File: config.mk
export PLATFORM = sky130hd
export DESIGN_NAME = tl45_decode
export DESIGN_NICKNAME = d
export VERILOG_FILES = /design/src/rtl/tl45_pkg.sv /design/src/rtl/tl45_inst_fields.sv /design/src/rtl/tl45_decode.sv
export SDC_FILE = /design/constraint.sdc
export NUM_CORES = 1
export LEC_CHECK = 0
export ABC_AREA = 1
export BUFFER_PORTS_ARGS = -buffer_cell sky130_fd_sc_hd__buf_2
export CAP_MARGIN = 20
export CORE_UTILIZATION = 35
export DETAILED_ROUTE_END_ITERATION = 16
export PLACE_DENSITY = 0.65
export SLEW_MARGIN = 15
export SYNTH_ARGS = -nofsm -noshare
export SYNTH_HDL_FRONTEND = slang
export SYNTH_SLANG_ARGS = --single-unit
File: constraint.sdc
create_clock -name i_clk -period 1.3 [get_ports i_clk]
set_input_delay 0.26 -clock i_clk [delete_from_list [all_inputs] [get_ports i_clk]]
set_output_delay 0.26 -clock i_clk [all_outputs]
set_load 0.01 [all_outputs]
File: src/rtl/tl45_pkg.sv
// tl45_pkg: shared instruction field positions, decoded-instruction record and decode FSM states.
package tl45_pkg;
  localparam int OPC_MSB  = 31;
  localparam int OPC_LSB  = 27;
  localparam int IMMF_BIT = 26;
  localparam int FN_MSB   = 25;
  localparam int FN_LSB   = 24;
  localparam int RD_MSB   = 23;
  localparam int RD_LSB   = 20;
  localparam int RS1_MSB  = 19;
  localparam int RS1_LSB  = 16;
  localparam int RS2_MSB  = 15;
  localparam int RS2_LSB  = 12;
  localparam int IMM_MSB  = 15;

  typedef struct packed {
    logic [31:0] pc;
    logic [4:0]  opcode;
    logic        imm_flag;
    logic [1:0]  fn;
    logic [3:0]  rd;
    logic [3:0]  rs1;
    logic [3:0]  rs2;
    logic [31:0] imm32;
    logic        writes_rd;
  } tl45_dr_t;

  typedef enum logic {DR_RUN, DR_INTERLOCK} dr_state_e;
endpackage

File: src/rtl/tl45_inst_fields.sv
// tl45_inst_fields: combinational field split and immediate extension of one instruction word.
module tl45_inst_fields
  import tl45_pkg::*;
(
  input  logic [31:0] pc_i,
  input  logic [31:0] inst_i,
  output tl45_dr_t    f_o
);
  always_comb begin
    f_o.pc        = pc_i;
    f_o.opcode    = inst_i[OPC_MSB:OPC_LSB];
    f_o.imm_flag  = inst_i[IMMF_BIT];
    f_o.fn        = inst_i[FN_MSB:FN_LSB];
    f_o.rd        = inst_i[RD_MSB:RD_LSB];
    f_o.rs1       = inst_i[RS1_MSB:RS1_LSB];
    f_o.rs2       = inst_i[RS2_MSB:RS2_LSB];
    // fn[1] selects logical ops, which take an unsigned immediate
    f_o.imm32     = inst_i[FN_MSB] ? {16'h0, inst_i[IMM_MSB:0]} : {{16{inst_i[IMM_MSB]}}, inst_i[IMM_MSB:0]};
    f_o.writes_rd = |inst_i[RD_MSB:RD_LSB];
  end
endmodule

File: src/rtl/tl45_decode.sv
// tl45_decode: decode register with load-use interlock, downstream stall and flush handling.
module tl45_decode
  import tl45_pkg::*;
#(
  parameter logic [4:0] LOAD_OPCODE      = 5'h14,
  parameter int         LOAD_USE_BUBBLES = 1
) (
  input  logic        i_clk,
  input  logic        i_reset_n,
  input  logic        i_pipe_stall,
  input  logic        i_flush,
  input  logic        i_buf_valid,
  input  logic [31:0] i_buf_pc,
  input  logic [31:0] i_buf_inst,
  output logic        o_fetch_stall,
  output logic        o_dr_valid,
  output logic [31:0] o_dr_pc,
  output logic [4:0]  o_dr_opcode,
  output logic        o_dr_imm_flag,
  output logic [1:0]  o_dr_fn,
  output logic [3:0]  o_dr_rd,
  output logic [3:0]  o_dr_rs1,
  output logic [3:0]  o_dr_rs2,
  output logic [31:0] o_dr_imm32,
  output logic        o_dr_writes_rd
);
  localparam logic [2:0] BUB_INIT = 3'(LOAD_USE_BUBBLES - 1);

  tl45_dr_t  in_f, dr_q;
  logic      valid_q, hazard;
  dr_state_e state_q;
  logic [2:0] cnt_q;

  tl45_inst_fields u_fields (.pc_i(i_buf_pc), .inst_i(i_buf_inst), .f_o(in_f));

  assign hazard = valid_q && dr_q.opcode == LOAD_OPCODE && dr_q.rd != '0 && i_buf_valid &&
                  (in_f.rs1 == dr_q.rd || (!in_f.imm_flag && in_f.rs2 == dr_q.rd));
  assign o_fetch_stall = i_pipe_stall | (state_q == DR_INTERLOCK) | (state_q == DR_RUN && hazard);

  // The hazard cycle itself inserts the first bubble; INTERLOCK inserts the rest.
  always_ff @(posedge i_clk or negedge i_reset_n)
    if (!i_reset_n) begin
      dr_q    <= '0;
      valid_q <= 1'b0;
      state_q <= DR_RUN;
      cnt_q   <= '0;
    end else if (i_flush) begin
      valid_q <= 1'b0;
      state_q <= DR_RUN;
      cnt_q   <= '0;
    end else if (!i_pipe_stall) begin
      if (state_q == DR_INTERLOCK) begin
        valid_q <= 1'b0;
        cnt_q   <= cnt_q - 3'd1;
        state_q <= (cnt_q <= 3'd1) ? DR_RUN : DR_INTERLOCK;
      end else if (hazard) begin
        valid_q <= 1'b0;
        cnt_q   <= BUB_INIT;
        state_q <= (BUB_INIT == 3'd0) ? DR_RUN : DR_INTERLOCK;
      end else begin
        valid_q <= i_buf_valid;
        dr_q    <= in_f;
      end
    end

  assign o_dr_valid     = valid_q;
  assign o_dr_pc        = dr_q.pc;
  assign o_dr_opcode    = dr_q.opcode;
  assign o_dr_imm_flag  = dr_q.imm_flag;
  assign o_dr_fn        = dr_q.fn;
  assign o_dr_rd        = dr_q.rd;
  assign o_dr_rs1       = dr_q.rs1;
  assign o_dr_rs2       = dr_q.rs2;
  assign o_dr_imm32     = dr_q.imm32;
  assign o_dr_writes_rd = dr_q.writes_rd;
endmodule
### After elaboration in Yosys (flattened, before gate mapping)

Index checks and enable logic that the tools add are counted.

| word-level totals | value |
|---|---|
| bits in registers | 90 |
| bits of input ports | 69 |
| logic and storage cells | 50 |

| operators by class | value |
|---|---|
| $add $sub $neg | 1 |
| order comparisons | 1 |
| equal/unequal tests | 4 |
| muxes and demuxes | 13 |
| bitwise logic cells | 6 |
| reduce and logical (&&, ||, !) cells | 13 |

Operators with widths:

| cell | count |
|---|---|
| $mux 32 | 1 |
| $mux 3 | 4 |
| $eq 4x4->1 | 2 |
| $mux 1 | 8 |
| $logic_and 1x1->1 | 6 |
| $eq 5x5->1 const B | 1 |
| $not 1->1 | 4 |
| $reduce_and 4->1 | 1 |
| $reduce_bool 4->1 | 1 |
| $reduce_or 4->1 | 1 |
| $le 3x1->1 const B | 1 |
| $reduce_bool 3->1 | 1 |
| $sub 3x1->3 const B | 1 |
| $ne 2x1->1 const B | 1 |
| $or 1x1->1 | 2 |
| $reduce_and 2->1 | 1 |
| $logic_not 1->1 | 1 |
| $logic_or 1x1->1 | 1 |

### Logic depth before layout (Yosys ltp)

Gate-level depths: netlist (run 1).

| logic depth | value |
|---|---|
| depth after elaboration | 9 |
| gate-level depth with buffers | 12 |
| depth with buffers taken out | 11 |

### By module

From an unflattened synthesis (run 1), not the netlist that was laid out.

| unflattened totals | value |
|---|---|
| cell total of the unflattened synthesis | 542 |
| area, all modules | 4583.1 um^2 |

By module, submodules not included:

| module | instances | cells each | area an instance (um^2) | seq. area each (um^2) |
|---|---|---|---|---|
| tl45_decode | 1 | 454 | 3941.3 | 2252.2 |
| tl45_inst_fields | 1 | 88 | 641.9 | 0.0 |

### Worst setup path after synthesis (run 1)

Ideal clock, no wire load.

| timing path | value |
|---|---|
| path kind | register to output |
| from | register dr_q (netlist bit o_dr_rd[1]) |
| to | output port o_fetch_stall |
| arrival time | 1255 ps |
| required time | 1040 ps |
| path slack | -215 ps |
| stages on the path, launching flop included | 10 |
| cells stage by stage | dfrtp_1 inv_1 nand2_1 nand2_1 nor2_1 nand3_1 nand2_1 nand2_2 clkbuf_1 nand2_1 |

| between the ends | value |
|---|---|
| word-level cells in the longest chain between the ends | 6 |

RTL lines:

| element | line | text |
|---|---|---|
| start, declared | tl45_decode.sv:29 | `tl45_dr_t in_f, dr_q;` |
| start signal, assigned | tl45_decode.sv:62 | `dr_q <= in_f;` |
| $eq 4x4->1 or $reduce_bool 4->1 (tied branches) | tl45_decode.sv:37, tl45_decode.sv:36 |  |
| $logic_and 1x1->1 (on tied branches) | tl45_decode.sv:37, tl45_decode.sv:36 |  |
| $logic_or 1x1->1 or $logic_and 1x1->1 (tied branches) | tl45_decode.sv:37, tl45_decode.sv:36 |  |
| $logic_and 1x1->1 (*) | tl45_decode.sv:36 | `assign hazard = valid_q && dr_q.opcode == LOAD_OPCODE && dr_q.rd != '0 && i_buf_valid &&` |
| $logic_and 1x1->1 (*) | tl45_decode.sv:38 | `assign o_fetch_stall = i_pipe_stall \| (state_q == DR_INTERLOCK) \| (state_q == DR_RUN && hazard);` |
| $or 1x1->1 (*) | tl45_decode.sv:38 |  |
| end, declared | tl45_decode.sv:15 | `output logic o_fetch_stall,` |

Every way passes the cells marked *; elsewhere a longest branch is shown, timed or not.

### Worst setup path after layout (run 1)

Ends and elaborated chain as after synthesis.

==> flow_metrics.env, run 1 <==
export IMPL_skew_ns=0.00938
export IMPL_hold_slack_ns=0.157
export IMPL_synth_seq_area_share_pct=53.6
export IMPL_worst_path_max_fanout=4
export IMPL_hold_depth=3
export IMPL_cp_start_kind="flop"
export IMPL_max_slew_margin_pct=73.8
export IMPL_finalWorstSetupSlack_ns=-0.543
export IMPL_worst_pin_slew_ns=0.392
export IMPL_syn_nets=463
export IMPL_netlist_area_um2=3310
export IMPL_firstDrtPassIters=6
export IMPL_area_growth_pct=58.5
export IMPL_tritoncts="yes"
export IMPL_grt_pass1_wl_um=14900
export IMPL_die_w_um=99.3
export IMPL_reg2reg_setup_slack_ns=-0.54
export IMPL_setup_viol=85
export IMPL_drc=0
export IMPL_status="finished with violations"
export IMPL_fin_util_pct=57.1
export IMPL_power_total_mw=6.05
export IMPL_dp_slack_ns=-0.263
export IMPL_power_density_nw_per_um2=1150
export IMPL_antenna_found_initial=0
export IMPL_design_area_um2=5250
export IMPL_hold_path_end="o_dr_pc[3]"
export IMPL_routed_via_density=4.95
export IMPL_drive_above_1_share_pct=52.3
export IMPL_hp_class="in2reg"
export IMPL_synth_edf_count=0
export IMPL_clk_path_buf_depth=2
export IMPL_num_nets_final=638
export IMPL_async_flop_share_pct=100
export IMPL_synth_largest_area_cell="dfrtp_1"
export IMPL_vias=3382
export IMPL_ys_seq_elements=71
export IMPL_portBuffers=155
export IMPL_maxCapViolCount=0
export IMPL_grt_max_degree=72
export IMPL_finalCritPeriodShare_pct=142
export IMPL_required_ns=1.04
export IMPL_fillers=831
export IMPL_cts_root_buf="clkbuf_8"
export IMPL_cts_sinks=71
export IMPL_antenna_left=0
export IMPL_grt_pass1_vias=3071
export IMPL_r2r_start="o_dr_rd[3]"
export IMPL_overflow=0
export IMPL_worstRegToRegCells=10
export IMPL_synth_cell_types=21
export IMPL_insertion_delay_ns=0.35
export IMPL_synth_commonest_cells="162 x nand2_1, 71 x dfrtp_1, 66 x nand4_1"
export IMPL_ys_top_cells_by_area="dfrtp_1 54%, nand2_1 18%, nand4_1 12%"
export IMPL_endpoint_kind="primary output"
export IMPL_finalHoldViolCount=0
export IMPL_yosysMostFrequentCell="nand2_1"
export IMPL_netlist_area_leader_share_pct=53.6
export IMPL_rsz0062_at_grt="true"
export IMPL_vdd_ir_drop_max_mv=0.502
export IMPL_place_detailed_hpwl_um=6540
export IMPL_wl_per_cell_um=15.4
export IMPL_finalMaxSlewViolations=0
export IMPL_max_freq_ghz=0.543
export IMPL_cp_data_arrival_time_ns=1.58
export IMPL_htree_num_levels=3
export IMPL_synth_warning_count=0
export IMPL_hp_start="i_buf_pc[3]"
export IMPL_diodes=0
export IMPL_multiInputGateArea_um2=1470
export IMPL_critPathKind="reg2out"
export IMPL_cts_buffers=9
export IMPL_synth_cells=392
export IMPL_violations="negative setup slack"
export IMPL_gp_congestion=0.759
export IMPL_die_area_um2=9860
export IMPL_start_util_pct=36.0
export IMPL_dpl_instance_area_um2=4380
export IMPL_chipHeight_um=99.3
export IMPL_core_area_um2=9200
export IMPL_reg2reg_to="o_dr_pc[25]"
export IMPL_syn_area_per_cell_um2=8.45
export IMPL_grt_usage_pct=19.3
export IMPL_drt_initial_drc_count=141
export IMPL_wirelength_um=10500
export IMPL_leakage_nw=2.91
export IMPL_ys_flop_type="dfrtp_1"
export IMPL_io_pins=156
export IMPL_fin_crit_ns=1.84
export IMPL_regArea_um2=1780
export IMPL_path_clk_slew_ns=0.08
export IMPL_fp_row_count=35
## power breakdown
part	internal [mW]	switching (mW)	total [mW]	leakage, nW
clock network	0.949	0.885	1.83	0.103
registers	2.47	0.193	2.66	0.880
logic	0.753	0.800	1.55	1.92
total	4.17	1.88	6.05	2.91
## worst max path at each step
stage | startpoint | endpoint | slack, ns | cells past startpoint
floorplan | o_dr_rd[1] | o_dr_rd[1] | -0.12 | 12
global route | o_dr_rd[0] | o_fetch_stall | -0.64 | 10
CTS | o_dr_rd[3] | o_fetch_stall | -0.52 | 9
global placement | o_dr_rd[3] | o_fetch_stall | -0.24 | 9
finish | o_dr_rd[1] | o_fetch_stall | -0.54 | 10
detailed placement | i_buf_inst[15] | o_dr_imm32[4] | -0.26 | 12
## per-stage QoR
stage / TNS, ns / std cells
detailed placement: -16.53 / 646
finish: -36.07 / 683
floorplan: -5.26 / 392
global route: -43.51 / 683
CTS: -23.87 / 667
global placement: -15.25 / 646
## registers in the layout, indices dropped and copies added, names as in the netlist
name,flops
cnt_q,3
o_dr_fn,2
o_dr_imm32,14
o_dr_imm_flag,1
o_dr_opcode,5
o_dr_pc,32
o_dr_rd,4
o_dr_rs1,4
o_dr_rs2,3
o_dr_valid,1
o_dr_writes_rd,1
state_q,1
## critical path, stage by stage (launching register included)
cell     delay (ns)
dfrtp_1        0.44
inv_1          0.08
nand2_1        0.07
nand2_1        0.05
nor2_1         0.08
nand3_1        0.10
nand2_2        0.10
nand2_4        0.06
buf_12         0.13
nand2_4        0.04
buf_6          0.10
## metal layers
| layer | part of all wire (%) | wire length [um] | global-route usage [%] |
|---|---|---|---|
| met1 | 43 | 4560 | 25.3 |
| met2 | 51 | 5350 | 31.9 |
| met3 | 4.7 | 497 | 4.15 |
| met4 | 0.97 | 102 | 5.77 |
| met5 | 0 | 0 | 0 |
## what timing repair did
action | in CTS | in global routing
pin swaps | 4 | 1
cloned | 1 | 9
setup buffers | 3 | 11
endpoints found under the hold margin | 71 | 0
gates resized for setup | 10 | 96
endpoints found under the setup margin | 90 | 94
hold buffers | 1 | 0
## kinds of logic (layout without fill, tap and decap cells)
family	count (synthesis)	after routing	synth area share [%]
AO/OA/AOI/OAI	2	2	0.302
XOR/XNOR	4	4	1.06
adder cells (fa/ha/maj)	2	2	0.755
buffers and inverters	60	239	9.82
flip-flops	71	71	53.6
AND/OR/NAND/NOR	253	254	34.4
## final cells by class
class	instances	share of cell area (%)
Sequential cell	71	33.9
Timing Repair Buffer	210	30.7
Multi-Input combinational cell	262	27.9
Tap cell	111	2.64
Clock buffer	10	2.62
Clock inverter	6	1.31
Inverter	13	0.929
## cells in the final DEF (no fill, tap or decap), types with 2 or more instances in the layout
cell type and n:
clkbuf_8 10, nand2_1 102, inv_1 10, ha_1 2
xor2_1 2, buf_4 27, nor2_1 12, nor3_4 2
clkinv_4 2, nand4_1 66, nand2_2 52, dfrtp_1 67
nand3b_1 2, dfrtp_2 4, buf_2 135, nand3_4 2
xnor2_1 2, clkbuf_16 5, buf_6 28, nand2_4 9
buf_12 11, inv_2 3, buf_8 2, nand3_1 5
Power figures use the tool's default switching activity.
==> run 2: changes to the inputs <==
--- a/config.mk
+++ b/config.mk
@@ -15,3 +15,4 @@
 export SYNTH_ARGS = -nofsm -noshare
 export SYNTH_HDL_FRONTEND = slang
 export SYNTH_SLANG_ARGS = --single-unit
+export TNS_END_PERCENT = 10
==> constraint.sdc (replaced) <==
create_clock -name i_clk -period 1.3 [get_ports i_clk]
set_input_delay 0 -clock i_clk [delete_from_list [all_inputs] [get_ports i_clk]]
set_output_delay 0 -clock i_clk [all_outputs]
set_load 0.01 [all_outputs]
==> flow_metrics.env, run 2 (synthesis results as in run 1) <==
export IMPL_worst_pin_slew_ns=0.412
export IMPL_layout_common_cells="158 x nand2_1, 153 x buf_2, 68 x dlygate4sd3_1"
export IMPL_rsz0062_at_grt="true"
export IMPL_critical_path_buf_inv_count=2
export IMPL_switching_share_pct=30.0
export IMPL_worst_path_max_fanout=38
export IMPL_violations="negative setup slack"
export IMPL_drive_above_1_share_pct=35.3
export IMPL_drt_initial_drc_count=186
export IMPL_finalWorstSetupSlack_ns=-0.338
export IMPL_path_cells="buf_4, nor3_4, nor3_2, nand2_4, nand3_2, buf_12, nand2_1, nand2_1"
export IMPL_cp_data_arrival_time_ns=1.86
export IMPL_power_density_nw_per_um2=1110
export IMPL_share_seq_of_total_power_pct=45.3
export IMPL_cp_start_kind="flop"
export IMPL_hp_class="in2reg"
export IMPL_cts_sinks=71
export IMPL_place_detailed_hpwl_um=6180
export IMPL_p_comb_share_pct=24.0
export IMPL_max_freq_ghz=0.610
export IMPL_fp_row_count=35
export IMPL_tritoncts="yes"
export IMPL_path_clk_slew_ns=0.08
export IMPL_path_delay_family="simple AND/OR/NAND/NOR gates"
export IMPL_leakage_nw=2.91
export IMPL_grt_max_degree=39
export IMPL_fin_util_pct=56.9
export IMPL_wl_per_cell_um=14.2
export IMPL_status="finished with violations"
export IMPL_area_growth_pct=58.0
export IMPL_start_util_pct=36.0
export IMPL_insertion_delay_ns=0.34
export IMPL_diodes=0
export IMPL_antenna_left=0
export IMPL_clk_path_buf_depth=2
export IMPL_endpoint_kind="flop"
export IMPL_fin_crit_ns=1.64
export IMPL_wirelength_um=10300
export IMPL_max_stage_delay_ns=0.46
export IMPL_grt_pass1_vias=3476
export IMPL_core_area_um2=9200
export IMPL_largest_register_ffs=32
export IMPL_required_ns=1.52
export IMPL_grt_pass1_wl_um=16900
export IMPL_num_nets_final=678
export IMPL_cts_root_buf="clkbuf_8"
export IMPL_drc=0
export IMPL_finalMaxSlewViolations=0
export IMPL_overflow=0
export IMPL_io_pins=156
export IMPL_fillers=806
export IMPL_setup_tns_ns=-20.02
export IMPL_p_sw_mw=1.75
export IMPL_maxCapViolCount=0
export IMPL_final_common_cell="nand2_1"
export IMPL_critPathKind="reg2reg"
export IMPL_cts_buffers=9
export IMPL_gp_congestion=0.822
export IMPL_dp_slack_ns=-0.304
export IMPL_hold_slack_ns=0.0868
export IMPL_cpMostUsedCell="nand2_1"
export IMPL_internal_power_mw=4.08
export IMPL_critPathSlowestCell="dfrtp_2"
export IMPL_htree_num_levels=3
export IMPL_die_w_um=99.3
export IMPL_finalCritPeriodShare_pct=126
export IMPL_max_slew_margin_pct=72.5
export IMPL_skew_ns=0.00948
export IMPL_chipHeight_um=99.3
export IMPL_finalHoldViolCount=0
export IMPL_grt_usage_pct=21.8
export IMPL_die_area_um2=9860
export IMPL_routed_via_density=4.84
export IMPL_vias=3502
export IMPL_antenna_found_initial=0
export IMPL_p_clk_share_pct=30.7
export IMPL_portBuffers=155
export IMPL_vdd_ir_drop_max_mv=0.559
export IMPL_firstDrtPassIters=4
export IMPL_setup_viol=71
==> run 2: cell count changes in the layout (fill, tap and decap cells not counted), sizes merged <==
| cell | delta |
|---|---|
| buf | -20 |
| dlygate4sd3 | +67 |
| bufbuf | -1 |
| clkinv | -1 |
| clkbuf | -4 |
| nand3 | -1 |
==> run 2: path summary, 6_finish.rpt <==
check,start,cells past startpoint,end,slack (ns)
min in group asynchronous,i_reset_n,2,o_dr_pc[5],0.12
min reg2reg,o_dr_imm32[9],2,o_dr_imm32[9],0.47
max reg2reg,o_dr_rd[3],8,o_dr_imm32[3],-0.34
min,i_buf_inst[15],5,o_dr_imm32[30],0.09
max in group asynchronous,i_reset_n,3,o_dr_pc[22],0.61
max,o_dr_rd[3],8,o_dr_imm32[3],-0.34
==> run 2: layer usage <==
metal / GRT usage, % / up-vias / share of wire [%] / wire length, um
met5: 0 / - / 0 / 0
met4: 9.50 / 0 / 2.1 / 217
met3: 4.50 / 23 / 6.3 / 648
met2: 36.6 / 144 / 50 / 5130
met1: 27.3 / 1624 / 42 / 4300
li1: - / 1711 / - / -
==> run 2: what timing repair did <==
action / in CTS / in global routing
cloned: 2 / 0
hold buffers: 67 / 1
buffers inserted: 4 / 1
hold endpoints to repair: 138 / 1
pin swaps: 5 / 2
resized for setup: 11 / 4
endpoints found under the setup margin: 71 / 71
==> run 2: power by group through the flow <==
| stage | clock network [mW] | logic [mW] | registers [mW] |
|---|---|---|---|
| after floorplan | 0 | 0.516 | 2.80 |
| after global placement | 0 | 1.19 | 2.66 |
| after detailed placement | 0 | 1.21 | 2.68 |
| after CTS | 1.84 | 1.39 | 2.64 |
| after global routing | 1.95 | 1.54 | 2.67 |
| final | 1.79 | 1.40 | 2.64 |
==> run 2: layout make-up <==
cell class	count	area (um2)	area share (%)
clock buffers	11	141	2.70
clock inverters	5	56.3	1.08
inverters	13	48.8	0.932
multi-input cells	261	1260	24.1
flip-flops and latches	71	1780	34.0
well taps	111	139	2.65
repair buffers	251	1800	34.4
==> run 2: worst min-delay path, cell delays in order <==
cell and delay (ns):
buf_2 0.11, inv_1 0.10, nor2_1 0.05, nand4_1 0.08, nand2_1 0.05
==> run 2: metrics by stage <==
stage	area, um2	power [mW]	cells
2_1_floorplan	3360	3.31	392
3_3_place_gp	4210	3.86	632
3_5_place_dp	4210	3.88	632
4_1_cts	5210	5.87	721
5_1_grt	5230	6.16	723
6_report	5230	5.82	723
